File: config.mk
export PLATFORM = sky130hd
export DESIGN_NAME = ad_emu
export DESIGN_NICKNAME = d
export VERILOG_FILES = /design/src/rtl/ad_emu_pkg.sv /design/src/rtl/ad_emu_regs.sv /design/src/rtl/ad_emu.sv
export SDC_FILE = /design/constraint.sdc
export NUM_CORES = 1
export LEC_CHECK = 0
export BUFFER_PORTS_ARGS = -buffer_cell sky130_fd_sc_hd__buf_2
export CAP_MARGIN = 20
export CORE_UTILIZATION = 50
export CTS_BUF_LIST = sky130_fd_sc_hd__clkbuf_2
export CTS_CLUSTER_DIAMETER = 60
export DETAILED_ROUTE_END_ITERATION = 16
export PLACE_DENSITY = 0.67
export SLEW_MARGIN = 40
export SYNTH_ARGS = -nofsm -noshare
export SYNTH_HDL_FRONTEND = slang
export SYNTH_HIERARCHICAL = 1
export SYNTH_SLANG_ARGS = --single-unit
File: constraint.sdc
create_clock -name clk_sys -period 4.4 [get_ports clk_sys]
set_clock_uncertainty 0.2 [all_clocks]
set_input_delay 0.22 -clock clk_sys [delete_from_list [all_inputs] [get_ports clk_sys]]
set_output_delay 0.22 -clock clk_sys [all_outputs]
set_load 0.005 [all_outputs]
File: src/rtl/ad_emu_pkg.sv
// Shared constants for the ADC emulator: register map, mode and state encodings.
package ad_emu_pkg;

  localparam int unsigned FRAME_W = 16;

  localparam logic [7:0] REG_CTRL      = 8'h00;
  localparam logic [7:0] REG_CONST_LO  = 8'h01;
  localparam logic [7:0] REG_CONST_HI  = 8'h02;
  localparam logic [7:0] REG_STEP_LO   = 8'h03;
  localparam logic [7:0] REG_STEP_HI   = 8'h04;
  localparam logic [7:0] REG_ALT_LO    = 8'h05;
  localparam logic [7:0] REG_ALT_HI    = 8'h06;
  localparam logic [7:0] REG_FRAME_CNT = 8'h07;
  localparam logic [7:0] REG_STATUS    = 8'h08;

  typedef enum logic [1:0] {
    MODE_CONST  = 2'd0,
    MODE_RAMP   = 2'd1,
    MODE_SQUARE = 2'd2,
    MODE_RSVD   = 2'd3
  } mode_t;

  typedef enum logic [1:0] {
    ST_IDLE  = 2'd0,
    ST_SHIFT = 2'd1,
    ST_DONE  = 2'd2
  } state_t;

endpackage

File: src/rtl/ad_emu_regs.sv
// fx bus register file for the ADC emulator; also owns the pattern word and frame counter.
module ad_emu_regs
  import ad_emu_pkg::*;
(
  input  logic                 clk_sys,
  input  logic                 rst_n,
  input  logic [5:0]           dev_id,
  input  logic [21:0]          fx_waddr,
  input  logic                 fx_wr,
  input  logic [7:0]           fx_data,
  input  logic [21:0]          fx_raddr,
  input  logic                 fx_rd,
  output logic [7:0]           fx_q,
  input  state_t               state,
  input  logic                 frame_done,
  output logic                 en,
  output logic [FRAME_W-1:0]   cur_word
);

  mode_t              mode;
  logic [FRAME_W-1:0] const_val;
  logic [FRAME_W-1:0] step;
  logic [FRAME_W-1:0] alt_val;
  logic [7:0]         frame_cnt;
  logic               sq_phase;
  logic               wr_hit;
  logic               rd_hit;
  logic               ctrl_wr;
  logic               unused_addr;

  assign wr_hit      = fx_wr && (fx_waddr[21:16] == dev_id);
  assign rd_hit      = fx_rd && (fx_raddr[21:16] == dev_id);
  assign ctrl_wr     = wr_hit && (fx_waddr[7:0] == REG_CTRL);
  assign unused_addr = ^{fx_waddr[15:8], fx_raddr[15:8]};

  always_ff @(posedge clk_sys) begin
    if (!rst_n) begin
      en        <= 1'b0;
      mode      <= MODE_CONST;
      const_val <= '0;
      step      <= '0;
      alt_val   <= '0;
      frame_cnt <= '0;
      sq_phase  <= 1'b0;
      cur_word  <= '0;
      fx_q      <= '0;
    end else begin
      if (wr_hit) begin
        case (fx_waddr[7:0])
          REG_CTRL: begin
            en   <= fx_data[0];
            mode <= mode_t'(fx_data[2:1]);
          end
          REG_CONST_LO: const_val[7:0]  <= fx_data;
          REG_CONST_HI: const_val[15:8] <= fx_data;
          REG_STEP_LO:  step[7:0]       <= fx_data;
          REG_STEP_HI:  step[15:8]      <= fx_data;
          REG_ALT_LO:   alt_val[7:0]    <= fx_data;
          REG_ALT_HI:   alt_val[15:8]   <= fx_data;
          default: ;
        endcase
      end

      if (frame_done)
        frame_cnt <= frame_cnt + 8'd1;

      // A ctrl write takes priority over a frame completing in the same cycle.
      if (ctrl_wr) begin
        cur_word <= const_val;
        sq_phase <= 1'b0;
      end else if (frame_done) begin
        case (mode)
          MODE_RAMP: cur_word <= cur_word + step;
          MODE_SQUARE: begin
            cur_word <= sq_phase ? const_val : alt_val;
            sq_phase <= ~sq_phase;
          end
          default: cur_word <= const_val;
        endcase
      end

      if (rd_hit) begin
        case (fx_raddr[7:0])
          REG_CTRL:      fx_q <= {5'b0, mode, en};
          REG_CONST_LO:  fx_q <= const_val[7:0];
          REG_CONST_HI:  fx_q <= const_val[15:8];
          REG_STEP_LO:   fx_q <= step[7:0];
          REG_STEP_HI:   fx_q <= step[15:8];
          REG_ALT_LO:    fx_q <= alt_val[7:0];
          REG_ALT_HI:    fx_q <= alt_val[15:8];
          REG_FRAME_CNT: fx_q <= frame_cnt;
          REG_STATUS:    fx_q <= {6'b0, state};
          default:       fx_q <= '0;
        endcase
      end else begin
        fx_q <= '0;
      end
    end
  end

endmodule

File: src/rtl/ad_emu.sv
// Emulated 16-bit serial ADC responder: synchronizes cs_n/sclk and shifts out the programmed word.
module ad_emu
  import ad_emu_pkg::*;
(
  input  logic        clk_sys,
  input  logic        rst_n,
  input  logic [5:0]  dev_id,
  input  logic        cs_n,
  input  logic        sclk,
  output logic        sdata,
  input  logic [21:0] fx_waddr,
  input  logic        fx_wr,
  input  logic [7:0]  fx_data,
  input  logic [21:0] fx_raddr,
  input  logic        fx_rd,
  output logic [7:0]  fx_q
);

  state_t             state;
  logic [2:0]         cs_sync;
  logic [2:0]         sclk_sync;
  logic [FRAME_W-1:0] shreg;
  logic [3:0]         bit_cnt;
  logic               en;
  logic [FRAME_W-1:0] cur_word;
  logic               cs_fall;
  logic               cs_rise;
  logic               sclk_fall;
  logic               frame_done;

  // [0] metastability flop, [1] synchronized, [2] previous value for edge detect
  assign cs_fall    = cs_sync[2] & ~cs_sync[1];
  assign cs_rise    = ~cs_sync[2] & cs_sync[1];
  assign sclk_fall  = sclk_sync[2] & ~sclk_sync[1];
  assign frame_done = en && (state == ST_DONE) && cs_rise;

  ad_emu_regs u_regs (
    .clk_sys    (clk_sys),
    .rst_n      (rst_n),
    .dev_id     (dev_id),
    .fx_waddr   (fx_waddr),
    .fx_wr      (fx_wr),
    .fx_data    (fx_data),
    .fx_raddr   (fx_raddr),
    .fx_rd      (fx_rd),
    .fx_q       (fx_q),
    .state      (state),
    .frame_done (frame_done),
    .en         (en),
    .cur_word   (cur_word)
  );

  always_ff @(posedge clk_sys) begin
    if (!rst_n) begin
      cs_sync   <= '1;
      sclk_sync <= '1;
      state     <= ST_IDLE;
      shreg     <= '0;
      bit_cnt   <= '0;
      sdata     <= 1'b0;
    end else begin
      cs_sync   <= {cs_sync[1:0], cs_n};
      sclk_sync <= {sclk_sync[1:0], sclk};
      if (!en) begin
        state <= ST_IDLE;
        sdata <= 1'b0;
      end else begin
        case (state)
          ST_IDLE: begin
            sdata <= 1'b0;
            if (cs_fall) begin
              shreg   <= cur_word;
              sdata   <= cur_word[FRAME_W-1];
              bit_cnt <= '0;
              state   <= ST_SHIFT;
            end
          end
          ST_SHIFT: begin
            if (cs_rise) begin
              state <= ST_IDLE;
              sdata <= 1'b0;
            end else if (sclk_fall) begin
              shreg   <= {shreg[FRAME_W-2:0], 1'b0};
              sdata   <= shreg[FRAME_W-2];
              bit_cnt <= bit_cnt + 4'd1;
              if (bit_cnt == 4'(FRAME_W - 1))
                state <= ST_DONE;
            end
          end
          ST_DONE: begin
            if (cs_rise) begin
              state <= ST_IDLE;
              sdata <= 1'b0;
            end else if (sclk_fall) begin
              shreg <= {shreg[FRAME_W-2:0], 1'b0};
              sdata <= shreg[FRAME_W-2];
            end
          end
          default: begin
            state <= ST_IDLE;
            sdata <= 1'b0;
          end
        endcase
      end
    end
  end

endmodule

==> metrics.md, run 1 <==
| Metric | Value |
|---|---|
| Number of search-and-repair iterations in the first detailed-routing pass | `5` |
| Max Freq | `285 MHz` |
| Sinks on Clock Net | `112` |
| Syn avg cell area | `9.58 um2` |
| Area of combinational cells with multiple inputs | `4280 um2` |
| Period utilization | `0.797` |
| Average vias per placed instance | `6.01` |
| Post-synth net total | `797` |
| Sequential standard cell area | `2240 um2` |
| Area of the mapped netlist | `6770 um2` |
| Worst-Margin Slew | `0.856 ns` |
| Fillers | `1186` |
| Total length of routed met2 wires | `8.53 mm` |
| Kind of start point of the critical path | `input port` |
| Final hold viol count | `0` |
| Cell Rows | `42` |
| Worst Path Arrival | `3.92 ns` |
| Max-slew headroom at the worst pin | `0.425` |
| Mux share of post-synthesis cell area | `0.176` |
| H-tree Lvls | `3` |
| Core Footprint | `13200 um2` |
| Clock-pin slew of the registers on the worst-case setup and hold paths | `0.33 ns` |
| Final sum of negative setup slack | `0 ns` |
| YS warnings | `6` |
| Height of the chip | `118 um` |
| Total DRC errors in the routed layout | `0` |
| Compound-cell area share of the yosys netlist | `0.185` |
| Clock Tree Buf Depth | `2` |
| Xor and xnor fraction of the mapped netlist area | `0.0284` |
| Overall power | `1.86 mW` |
| Global Route Usage Sum | `0.267` |
| Clock latency of the later-clocked register in the worst-skew pair | `0.69 ns` |
| Post-Place Worst Slack | `1.61 ns` |
| Worst setup EP type | `flop` |
| Iteration-0 DRC Markers | `636` |
| Number of buffers inserted by port buffering | `56` |
| Initial cell density of the core | `0.512` |
| RSZ-0062 raised after global routing | `false` |
| Area growth from synthesis to final layout | `12.2%` |
| Top layer in use | `met4` |
| X dimension of the die | `118 um` |
| Required time at the endpoint of the critical path | `4.81 ns` |
| Post-Syn Instances | `707` |
| Net count of the finished layout | `866` |
| Proportion of synthesized chip area in sequential cells | `0.331` |
| Least setup slack across all paths after layout | `0.895 ns` |
| Layout cell share with drive strength beyond 1 | `0.182` |
| Ys flop type | `dfxtp_1` |
| Classification of the worst setup path | `input port to flop` |
| Count of nets left with antenna violations after detail routing | `0` |
| Overflow left after global routing | `0` |
| Simple logic cell fraction of the synthesized area | `0.192` |
| Combinational family with the most area after synthesis | `simple AND/OR/NAND/NOR gates` |
| Power density over the cells | `245 nW/um2` |
| Vias | `5760` |
| Post-synthesis sequential element count | `112` |
| Worst hold slack across all endpoints | `0.0510 ns` |
| Clock root buffer | `clkbuf_2` |
| Max Cap Viol | `0` |
| Final core utilization | `0.574` |
| Routed metal-1 wirelength | `8.06 mm` |
| Initial antenna violation count | `1` |
| Post-synth EDFFs | `0` |
| Status | `complete, no violations` |
| Number of max-slew violations in the final report | `0` |
| Maximum number of pins on one net before global-route repair | `59` |
| Reported leakage power | `2.71 nW` |
| Routed Wire Length | `18.2 mm` |
| Final Wtd Congestion | `1.02` |
| Sum of met3 wire segment lengths after detailed routing | `1.21 mm` |
| Post-DP HPWL | `12.8 mm` |
| Routed WL per cell | `19.0 um` |
| Number of global-route vias before repair | `5622` |
| Total clock buffers created by CTS | `9` |
| Arithmetic-cell share of the synthesized area counting full adders, half adders and majority gates | `0.0491` |
| Maximum ir drop on the vdd rail | `0.250 mV` |
| Boundary Pins | `73` |
| CTS tree | `done` |
| Class of the tightest hold or removal check | `input port to flop` |
| Crit path max fanout | `5` |
| Post-synth ARST share | `0` |
| Clock period minus worst slack | `3.50 ns` |
| Overall die area | `14000 um2` |
| Most frequent cells in the layout | `112 x dfxtp_1, 72 x mux2i_1, 56 x buf_2, 56 x nor2b_1, 45 x nand2_1` |
| Leading cell type in the layout, fill and taps excluded | `dfxtp_1` |
| Distinct cell type count of the synthesized netlist | `76` |
| Global-route wire length before repair | `29.6 mm` |
| Number of endpoints failing setup at the final stage | `0` |
| Number of gates resized after CTS | `0` |
-- routing by layer --
layer  track usage  vias up
met1         0.362     2755
li1              -     2744
met2         0.432      220
met3        0.0410       41
met5             0        -
met4        0.0941        0
-- sequential cells by signal (all words and copies together) (netlist names) --
| register | cells |
|---|---|
| bit_cnt | 4 |
| cs_sync | 3 |
| sclk_sync | 3 |
| sdata | 1 |
| shreg | 15 |
| state | 2 |
| u_regs/alt_val | 16 |
| u_regs/const_val | 16 |
| u_regs/cur_word | 16 |
| u_regs/en | 1 |
| u_regs/frame_cnt | 8 |
| u_regs/fx_q | 8 |
| u_regs/mode | 2 |
| u_regs/sq_phase | 1 |
| u_regs/step | 16 |
-- cells in the mapped netlist, types with 15 or more instances --
cell type | number | area share
dfxtp_1 | 112 | 0.33
nor2b_1 | 56 | 0.052
a21oi_1 | 44 | 0.033
o21ai_0 | 22 | 0.016
mux2_2 | 24 | 0.040
nand3_1 | 15 | 0.011
ha_1 | 25 | 0.046
clkbuf_1 | 20 | 0.011
inv_1 | 17 | 0.0094
mux2i_1 | 72 | 0.11
nand2_1 | 45 | 0.025
nor2_1 | 23 | 0.013
-- timing repair --
item                                   CTS  global route
buffers inserted                         0             0
setup endpoints to repair                0             0
endpoints found under the hold margin  109             0
hold buffers                            35             0
-- where the power goes --
group	total (mW)	internal (mW)	leakage (nW)	switching, mW
sequential	1.04	1.03	0.903	0.0119
combinational	0.318	0.137	1.73	0.182
clock	0.504	0.102	0.0769	0.402
total	1.86	1.27	2.71	0.596
-- through the flow --
stage,cell area [um2],instances
6_report,7600,958
2_1_floorplan,6770,707
4_1_cts,7590,957
3_3_place_gp,7120,906
3_5_place_dp,7120,906
5_1_grt,7600,958
-- logic make-up (layout without fill, tap and decap cells) --
logic type,Yosys count,in the layout
and+or+nand+nor,215,215
AOI/OAI and AO/OA,172,172
DFF,112,112
muxes,105,105
buffers and inverters,55,129
adders and majority gates,26,26
xor gates and xnor gates,22,22
other,0,1
-- worst max-delay path: stages --
cell and delay [ns]:
dlygate4sd3_1 0.54, buf_2 0.13, nor3b_1 0.19, dlygate4sd3_1 0.64, nand4_4 0.09, dlygate4sd3_1 0.78
nor2_8 0.21, dlygate4sd3_1 0.83, mux2i_1 0.23, nor2b_1 0.06
-- path summary, 6_finish.rpt --
path	slack (ns)	cells past startpoint	endpoint	start
max	0.90	10	u_regs/alt_val[11]$_SDFFE_PN0P_	fx_waddr[7]
min reg2reg	0.25	1	cs_sync[1]$_SDFF_PN1_	cs_sync[0]$_SDFF_PN1_
min	0.05	4	u_regs/fx_q[0]$_SDFF_PN0_	fx_raddr[1]
max reg2reg	1.43	9	u_regs/cur_word[12]$_SDFFE_PN0P_	u_regs/step[0]$_SDFFE_PN0P_
-- area by class of cell --
type | count | area share
Clock buffer | 9 | 0.00593
Inverter | 18 | 0.00889
Multi-Input combinational cell | 540 | 0.563
Clock inverter | 7 | 0.0107
Sequential cell | 112 | 0.295
Timing Repair Buffer | 95 | 0.0870
Tap cell | 176 | 0.0290
Antenna cell | 1 | 0.000329
(Power assumes the default switching activity.)
==> run 2, diff against run 1 <==
--- a/config.mk
+++ b/config.mk
@@ -11,7 +11,7 @@
 export CTS_BUF_LIST = sky130_fd_sc_hd__clkbuf_2
 export CTS_CLUSTER_DIAMETER = 60
 export DETAILED_ROUTE_END_ITERATION = 16
-export PLACE_DENSITY = 0.67
+export PLACE_DENSITY = 0.69
 export SLEW_MARGIN = 40
 export SYNTH_ARGS = -nofsm -noshare
 export SYNTH_HDL_FRONTEND = slang
==> constraint.sdc (replaced) <==
create_clock -name clk_sys -period 3.2 [get_ports clk_sys]
set_clock_uncertainty 0.2 [all_clocks]
set_input_delay 0.16 -clock clk_sys [delete_from_list [all_inputs] [get_ports clk_sys]]
set_output_delay 0.16 -clock clk_sys [all_outputs]
set_load 0.005 [all_outputs]
==> metrics.md, run 2 (synthesized netlist as in run 1, its figures left out) <==
| Metric | Value |
|---|---|
| Clock Tree Buf Depth | `2 (unchanged)` |
| Number of buffers inserted by port buffering | `56 (unchanged)` |
| Max Freq | `331 MHz` |
| Average vias per placed instance | `5.94 (was 6.01)` |
| Total clock buffers created by CTS | `9 (unchanged)` |
| Switching part of the total power | `0.311 (was 0.320)` |
| Worst-Margin Slew | `0.836 ns (was 0.856 ns)` |
| Initial antenna violation count | `0 (was 1)` |
| Cell with the most instances on the worst path | `dlygate4sd3_1 (unchanged)` |
| Reported leakage power | `2.77 nW (was 2.71 nW)` |
| Switching pwr | `0.777 mW (was 0.596 mW)` |
| Cell with the biggest individual delay on the critical path | `dlygate4sd3_1 (unchanged)` |
| Number of global-route vias before repair | `5517 (was 5622)` |
| Worst Path Arrival | `3.47 ns (was 3.92 ns)` |
| Clock-pin slew of the registers on the worst-case setup and hold paths | `0.33 ns (about the same)` |
| Maximum number of pins on one net before global-route repair | `50 (was 59)` |
| Setup Buffers After CTS | `0 (unchanged)` |
| Internal power consumption | `1.72 mW (was 1.27 mW)` |
| Share of total power in sequential cells | `0.571 (was 0.558)` |
| Final hold viol count | `0 (unchanged)` |
| Vias | `5771 (was 5760)` |
| Cell Rows | `42 (unchanged)` |
| Overflow left after global routing | `0 (unchanged)` |
| Post-Layout Inst Area | `7700 um2 (was 7600 um2)` |
| Classification of the worst setup path | `input port to flop (unchanged)` |
| Max Cap Viol | `0 (unchanged)` |
| Cell chain of the critical path | `dlygate4sd3_1, buf_2, or4_1, nor2b_1, a22oi_1, dlygate4sd3_1, nor2_1, dlygate4sd3_1 (was dlygate4sd3_1, buf_2, nor3b_1, dlygate4sd3_1, nand4_4, dlygate4sd3_1, nor2_8, dlygate4sd3_1, mux2i_1, nor2b_1)` |
| RSZ-0062 raised after global routing | `false (unchanged)` |
| Final core utilization | `0.582 (was 0.574)` |
| Non-filler cells, final | `971 (was 958)` |
| Sinks on Clock Net | `112 (unchanged)` |
| Layout cell share with drive strength beyond 1 | `0.184 (was 0.182)` |
| Delay of the slowest cell on the worst path | `0.62 ns (was 0.83 ns)` |
| Number of endpoints failing setup at the final stage | `0 (unchanged)` |
| Routed WL per cell | `18.7 um (was 19.0 um)` |
| Core Footprint | `13200 um2 (unchanged)` |
| Final Wtd Congestion | `0.925 (was 1.02)` |
| Max-slew headroom at the worst pin | `0.442 (was 0.425)` |
| Total DRC errors in the routed layout | `0 (unchanged)` |
| Maximum ir drop on the vdd rail | `0.254 mV (was 0.250 mV)` |
| Class of the tightest hold or removal check | `input port to flop (unchanged)` |
| CTS tree | `done (unchanged)` |
| Net count of the finished layout | `880 (was 866)` |
| Crit path max fanout | `8 (was 5)` |
| Initial cell density of the core | `0.512 (unchanged)` |
| Status | `complete, no violations (unchanged)` |
| Iteration-0 DRC Markers | `455 (was 636)` |
| Period utilization | `0.943` |
| Power density over the cells | `324 nW/um2 (was 245 nW/um2)` |
| Area growth from synthesis to final layout | `13.7% (was 12.2%)` |
| Fillers | `1181 (was 1186)` |
| Count of nets left with antenna violations after detail routing | `0 (unchanged)` |
| Kind of start point of the critical path | `input port (unchanged)` |
| Global-route wire length before repair | `29.3 mm (was 29.6 mm)` |
| H-tree Lvls | `3 (unchanged)` |
| Cell Count Post-Placement | `911 (was 906)` |
| Number of inserted diodes | `0 (was 1)` |
| Worst hold slack across all endpoints | `0.0325 ns (was 0.0510 ns)` |
| Clock root buffer | `clkbuf_2 (unchanged)` |
| Final sum of negative setup slack | `0 ns (unchanged)` |
| Leading cell type in the layout, fill and taps excluded | `dfxtp_1 (unchanged)` |
| Boundary Pins | `73 (unchanged)` |
| Number of search-and-repair iterations in the first detailed-routing pass | `5 (unchanged)` |
| Global Route Usage Sum | `0.265 (was 0.267)` |
| Number of gates resized after CTS | `0 (unchanged)` |
| X dimension of the die | `118 um (unchanged)` |
| Most frequent cells in the layout | `112 x dfxtp_1, 72 x mux2i_1, 56 x buf_2, 56 x nor2b_1, 45 x nand2_1 (unchanged)` |
| Worst setup EP type | `flop (unchanged)` |
| Post-DP Area | `7150 um2 (was 7120 um2)` |
| Height of the chip | `118 um (unchanged)` |
| Routed Wire Length | `18.1 mm (was 18.2 mm)` |
| Clock period minus worst slack | `3.02 ns` |
| Clock share of power | `0.254 (was 0.271)` |
| Combinational share of power | `0.175 (was 0.171)` |
| Required time at the endpoint of the critical path | `3.65 ns (was 4.81 ns)` |
| Overall die area | `14000 um2 (unchanged)` |
| Post-DP HPWL | `12.9 mm (was 12.8 mm)` |
| Number of max-slew violations in the final report | `0 (unchanged)` |
| Clock latency of the later-clocked register in the worst-skew pair | `0.67 ns (was 0.69 ns)` |
-- run 2: cell count changes in the layout (fill, tap and decap cells not counted) --
cell	before	now
clkinv_2	0	1
ha_2	1	0
clkinvlp_4	0	1
dlygate4sd3_1	35	44
buf_4	4	9
inv_8	2	1
ha_1	24	25
inv_6	3	1
clkinv_4	0	2
diode_2	1	0
clkinv_8	2	1
-- run 2: critical path, delay by kind of cell --
kind / cells / cell delay, ns
buffers and inverters: 4 / 1.82
and+or+nand+nor: 3 / 1.26
AOI/OAI and AO/OA: 1 / 0.22
-- run 2: stage by stage --
stage | setup WS [ns] | power (mW)
after floorplan | 0.776 | 1.75
after global placement | 0.608 | 1.84
final | 0.183 | 2.50
after global routing | 0.137 | 2.62
after CTS | 0.0946 | 2.52
after detailed placement | 0.619 | 1.85
-- run 2: cell type report --
type / instances / area [um2] / area share
multi-input cells: 540 / 4280 / 0.555
flip-flops and latches: 112 / 2240 / 0.291
repair buffers: 109 / 788 / 0.102
well taps: 176 / 220 / 0.0286
inverters: 18 / 67.6 / 0.00877
clock inverters: 7 / 66.3 / 0.00861
clock buffers: 9 / 45.0 / 0.00585
-- run 2: path summary, 6_finish.rpt --
path | from | end | slack [ns] | cells after the start
min reg2reg | cs_sync[0]$_SDFF_PN1_ | cs_sync[1]$_SDFF_PN1_ | 0.27 | 1
max | fx_raddr[4] | u_regs/fx_q[7]$_SDFF_PN0_ | 0.18 | 8
min | fx_raddr[1] | u_regs/fx_q[2]$_SDFF_PN0_ | 0.03 | 4
max reg2reg | state[0]$_SDFFE_PN0P_ | u_regs/fx_q[0]$_SDFF_PN0_ | 0.50 | 7
-- run 2: timing repair --
action,CTS,global route
setup endpoints to repair,0,2
hold endpoints to repair,111,24
hold buffers,40,6
-- run 2: power groups by stage --
stage	clock network [mW]	registers (mW)	logic (mW)
after floorplan	0	1.44	0.313
after detailed placement	0	1.45	0.404
after global routing	0.710	1.43	0.474
after global placement	0	1.45	0.393
final	0.634	1.43	0.437
after CTS	0.661	1.43	0.431
-- run 2: per-layer routing --
layer	track usage	part of all wire	vias to the layer above
li1	-	-	2766
met4	0.0854	0.017	0
met5	0	0	-
met2	0.425	0.47	205
met1	0.366	0.45	2767
met3	0.0381	0.061	33
==> run 3, diff against run 2 <==
--- a/config.mk
+++ b/config.mk
@@ -7,6 +7,7 @@
 export LEC_CHECK = 0
 export BUFFER_PORTS_ARGS = -buffer_cell sky130_fd_sc_hd__buf_2
 export CAP_MARGIN = 20
+export CORE_MARGIN = 2
 export CORE_UTILIZATION = 50
 export CTS_BUF_LIST = sky130_fd_sc_hd__clkbuf_2
 export CTS_CLUSTER_DIAMETER = 60
==> metrics.md, run 3 (synthesized netlist as in run 1, its figures left out) <==
| Metric | Value |
|---|---|
| Least setup slack across all paths after layout | `0.0908 ns (was 0.183 ns)` |
| Clock Tree Buf Depth | `2 (unchanged)` |
| Initial cell density of the core | `0.512 (unchanged)` |
| Net count of the finished layout | `875 (was 880)` |
| Global Route Usage Sum | `0.262 (was 0.265)` |
| Maximum ir drop on the vdd rail | `0.259 mV (was 0.254 mV)` |
| Period utilization | `0.972 (was 0.943)` |
| Height of the chip | `120 um (was 118 um)` |
| Most frequent cells in the layout | `111 x dfxtp_1, 72 x mux2i_1, 56 x buf_2 (was 112 x dfxtp_1, 72 x mux2i_1, 56 x buf_2, 56 x nor2b_1, 45 x nand2_1)` |
| Post-DP HPWL | `13.0 mm (was 12.9 mm)` |
| CP bufs+invs | `5 (was 4)` |
| H-tree Lvls | `3 (unchanged)` |
| Clock root buffer | `clkbuf_2 (unchanged)` |
| Count of cells along the worst hold path | `7 (was 4)` |
| Delay of the slowest cell on the worst path | `0.64 ns (was 0.62 ns)` |
| Status | `complete, no violations (unchanged)` |
| Cell chain of the critical path | `dlygate4sd3_1, buf_2, or4_1, dlygate4sd3_1, nor2b_2, a22oi_1, dlygate4sd3_1, nor2_1, dlygate4sd3_1 (was dlygate4sd3_1, buf_2, or4_1, nor2b_1, a22oi_1, dlygate4sd3_1, nor2_1, dlygate4sd3_1)` |
| RSZ-0062 raised after global routing | `false (unchanged)` |
| Worst hold slack across all endpoints | `0.0890 ns (was 0.0325 ns)` |
| Final Wtd Congestion | `1.01 (was 0.925)` |
| Average vias per placed instance | `5.99 (was 5.94)` |
| Final hold viol count | `0 (unchanged)` |
| Clock-pin slew of the registers on the worst-case setup and hold paths | `0.37 ns (was 0.33 ns)` |
| Clock period minus worst slack | `3.11 ns (was 3.02 ns)` |
| Maximum number of pins on one net before global-route repair | `52 (was 50)` |
| Total DRC errors in the routed layout | `0 (unchanged)` |
| Overflow left after global routing | `0 (unchanged)` |
| Area growth from synthesis to final layout | `13.3% (was 13.7%)` |
| Number of max-slew violations in the final report | `0 (unchanged)` |
| Final sum of negative setup slack | `0 ns (unchanged)` |
| Clock latency of the later-clocked register in the worst-skew pair | `0.68 ns (was 0.67 ns)` |
| Worst min-delay path startpoint | `fx_waddr[1] (was fx_raddr[1])` |
| Crit path max fanout | `5 (was 8)` |
| Post-Place Worst Slack | `0.401 ns (was 0.619 ns)` |
| Area of combinational cells with multiple inputs | `4280 um2 (about the same)` |
| Max Freq | `322 MHz (was 331 MHz)` |
| Fillers | `1178 (was 1181)` |
| Worst setup path startpoint | `fx_raddr[6] (was fx_raddr[4])` |
| Boundary Pins | `73 (unchanged)` |
| Routed WL per cell | `19.3 um (was 18.7 um)` |
| Cell Count Post-Placement | `908 (was 911)` |
| Overall power | `2.53 mW (was 2.50 mW)` |
| Post-Layout Inst Area | `7670 um2 (was 7700 um2)` |
| Max Cap Viol | `0 (unchanged)` |
| Cell with the biggest individual delay on the critical path | `dlygate4sd3_1 (unchanged)` |
| Kind of start point of the critical path | `input port (unchanged)` |
| Initial antenna violation count | `0 (unchanged)` |
| Max-slew headroom at the worst pin | `0.515 (was 0.442)` |
| Endpoint with the worst hold slack | `u_regs/alt_val[3]$_SDFFE_PN0P_ (was u_regs/fx_q[2]$_SDFF_PN0_)` |
| Worst reg2reg path depth | `9 (was 7)` |
| Worst Path Arrival | `3.58 ns (was 3.47 ns)` |
| Capture instance of the worst register-to-register path | `u_regs/cur_word[12]$_SDFFE_PN0P_ (was u_regs/fx_q[0]$_SDFF_PN0_)` |
| Non-filler cells, final | `966 (was 971)` |
| Number of endpoints failing setup at the final stage | `0 (unchanged)` |
| Post-DP Area | `7130 um2 (was 7150 um2)` |
| Dominant delay contributor by cell family on the critical path | `buffers and inverters (unchanged)` |
| Number of buffers inserted by port buffering | `56 (unchanged)` |
| Final core utilization | `0.580 (was 0.582)` |
| R2R Path Start | `u_regs/step[0]$_SDFFE_PN0P_ (was state[0]$_SDFFE_PN0P_)` |
| Sequential standard cell area | `2240 um2 (about the same)` |
| Layout cell share with drive strength beyond 1 | `0.184 (about the same)` |
| Cell with the most instances on the worst path | `dlygate4sd3_1 (unchanged)` |
| Vias | `5783 (was 5771)` |
| Number of search-and-repair iterations in the first detailed-routing pass | `6 (was 5)` |
| Total clock buffers created by CTS | `9 (unchanged)` |
| Iteration-0 DRC Markers | `595 (was 455)` |
| Count of nets left with antenna violations after detail routing | `0 (unchanged)` |
| X dimension of the die | `120 um (was 118 um)` |
| Classification of the worst setup path | `input port to flop (unchanged)` |
| Number of global-route vias before repair | `5669 (was 5517)` |
| Overall die area | `14500 um2 (was 14000 um2)` |
| Core Footprint | `13200 um2 (unchanged)` |
| Required time at the endpoint of the critical path | `3.67 ns (was 3.65 ns)` |
| Reported leakage power | `2.76 nW (was 2.77 nW)` |
| Flop-to-flop setup slack | `0.27 ns (was 0.50 ns)` |
| Leading cell type in the layout, fill and taps excluded | `dfxtp_1 (unchanged)` |
| Power density over the cells | `330 nW/um2 (was 324 nW/um2)` |
| Worst-Margin Slew | `0.727 ns (was 0.836 ns)` |
| Cell Rows | `42 (unchanged)` |
| Number of inserted diodes | `0 (unchanged)` |
| Global-route wire length before repair | `30.0 mm (was 29.3 mm)` |
| Class of the tightest hold or removal check | `input port to flop (unchanged)` |
| Routed Wire Length | `18.7 mm (was 18.1 mm)` |
| Worst setup EP type | `flop (unchanged)` |
| Sinks on Clock Net | `112 (unchanged)` |
| CTS tree | `done (unchanged)` |
[run 3: worst max-delay path by stage]
stage	endpoint	slack [ns]	depth (start not counted)
global placement	u_regs/cur_word[12]$_SDFFE_PN0P_	0.43	9
detailed placement	u_regs/cur_word[12]$_SDFFE_PN0P_	0.40	9
global route	u_regs/fx_q[3]$_SDFF_PN0_	0.02	9
CTS	u_regs/fx_q[3]$_SDFF_PN0_	0.03	9
floorplan	u_regs/cur_word[12]$_SDFFE_PN0P_	0.78	9
finish	u_regs/fx_q[3]$_SDFF_PN0_	0.09	9
[run 3: area by class of cell]
| class | count | area share |
|---|---|---|
| Multi-Input combinational cell | 540 | 0.557 |
| Sequential cell | 112 | 0.292 |
| Timing Repair Buffer | 104 | 0.0975 |
| Tap cell | 176 | 0.0287 |
| Clock inverter | 7 | 0.00946 |
| Inverter | 18 | 0.00880 |
| Clock buffer | 9 | 0.00587 |
[run 3: layer usage]
layer / wire, um / part of all wire / GRT usage
met5: 0 / 0 / 0
met4: 316 / 0.017 / 0.0756
met3: 1190 / 0.064 / 0.0373
met2: 8920 / 0.48 / 0.431
met1: 8230 / 0.44 / 0.358
[run 3: what timing repair did]
item                                    in CTS  in global routing
gates resized for setup                      0                  2
setup buffers                                0                  0
endpoints found under the setup margin       0                  4
endpoints found under the hold margin       95                 20
hold buffers                                41                  2
[run 3: worst reg2reg max path: cells and delay by family, from the launching register on]
kind	cells	cell delay, ns
fa+ha+maj	2	0.58
flops	1	0.44
buf+inv	1	0.06
simple gates	2	0.49
compound gates	4	1.11
[run 3: power breakdown]
part	switching [mW]	internal, mW
combinational	0.252	0.189
sequential	0.0152	1.41
clock	0.534	0.130
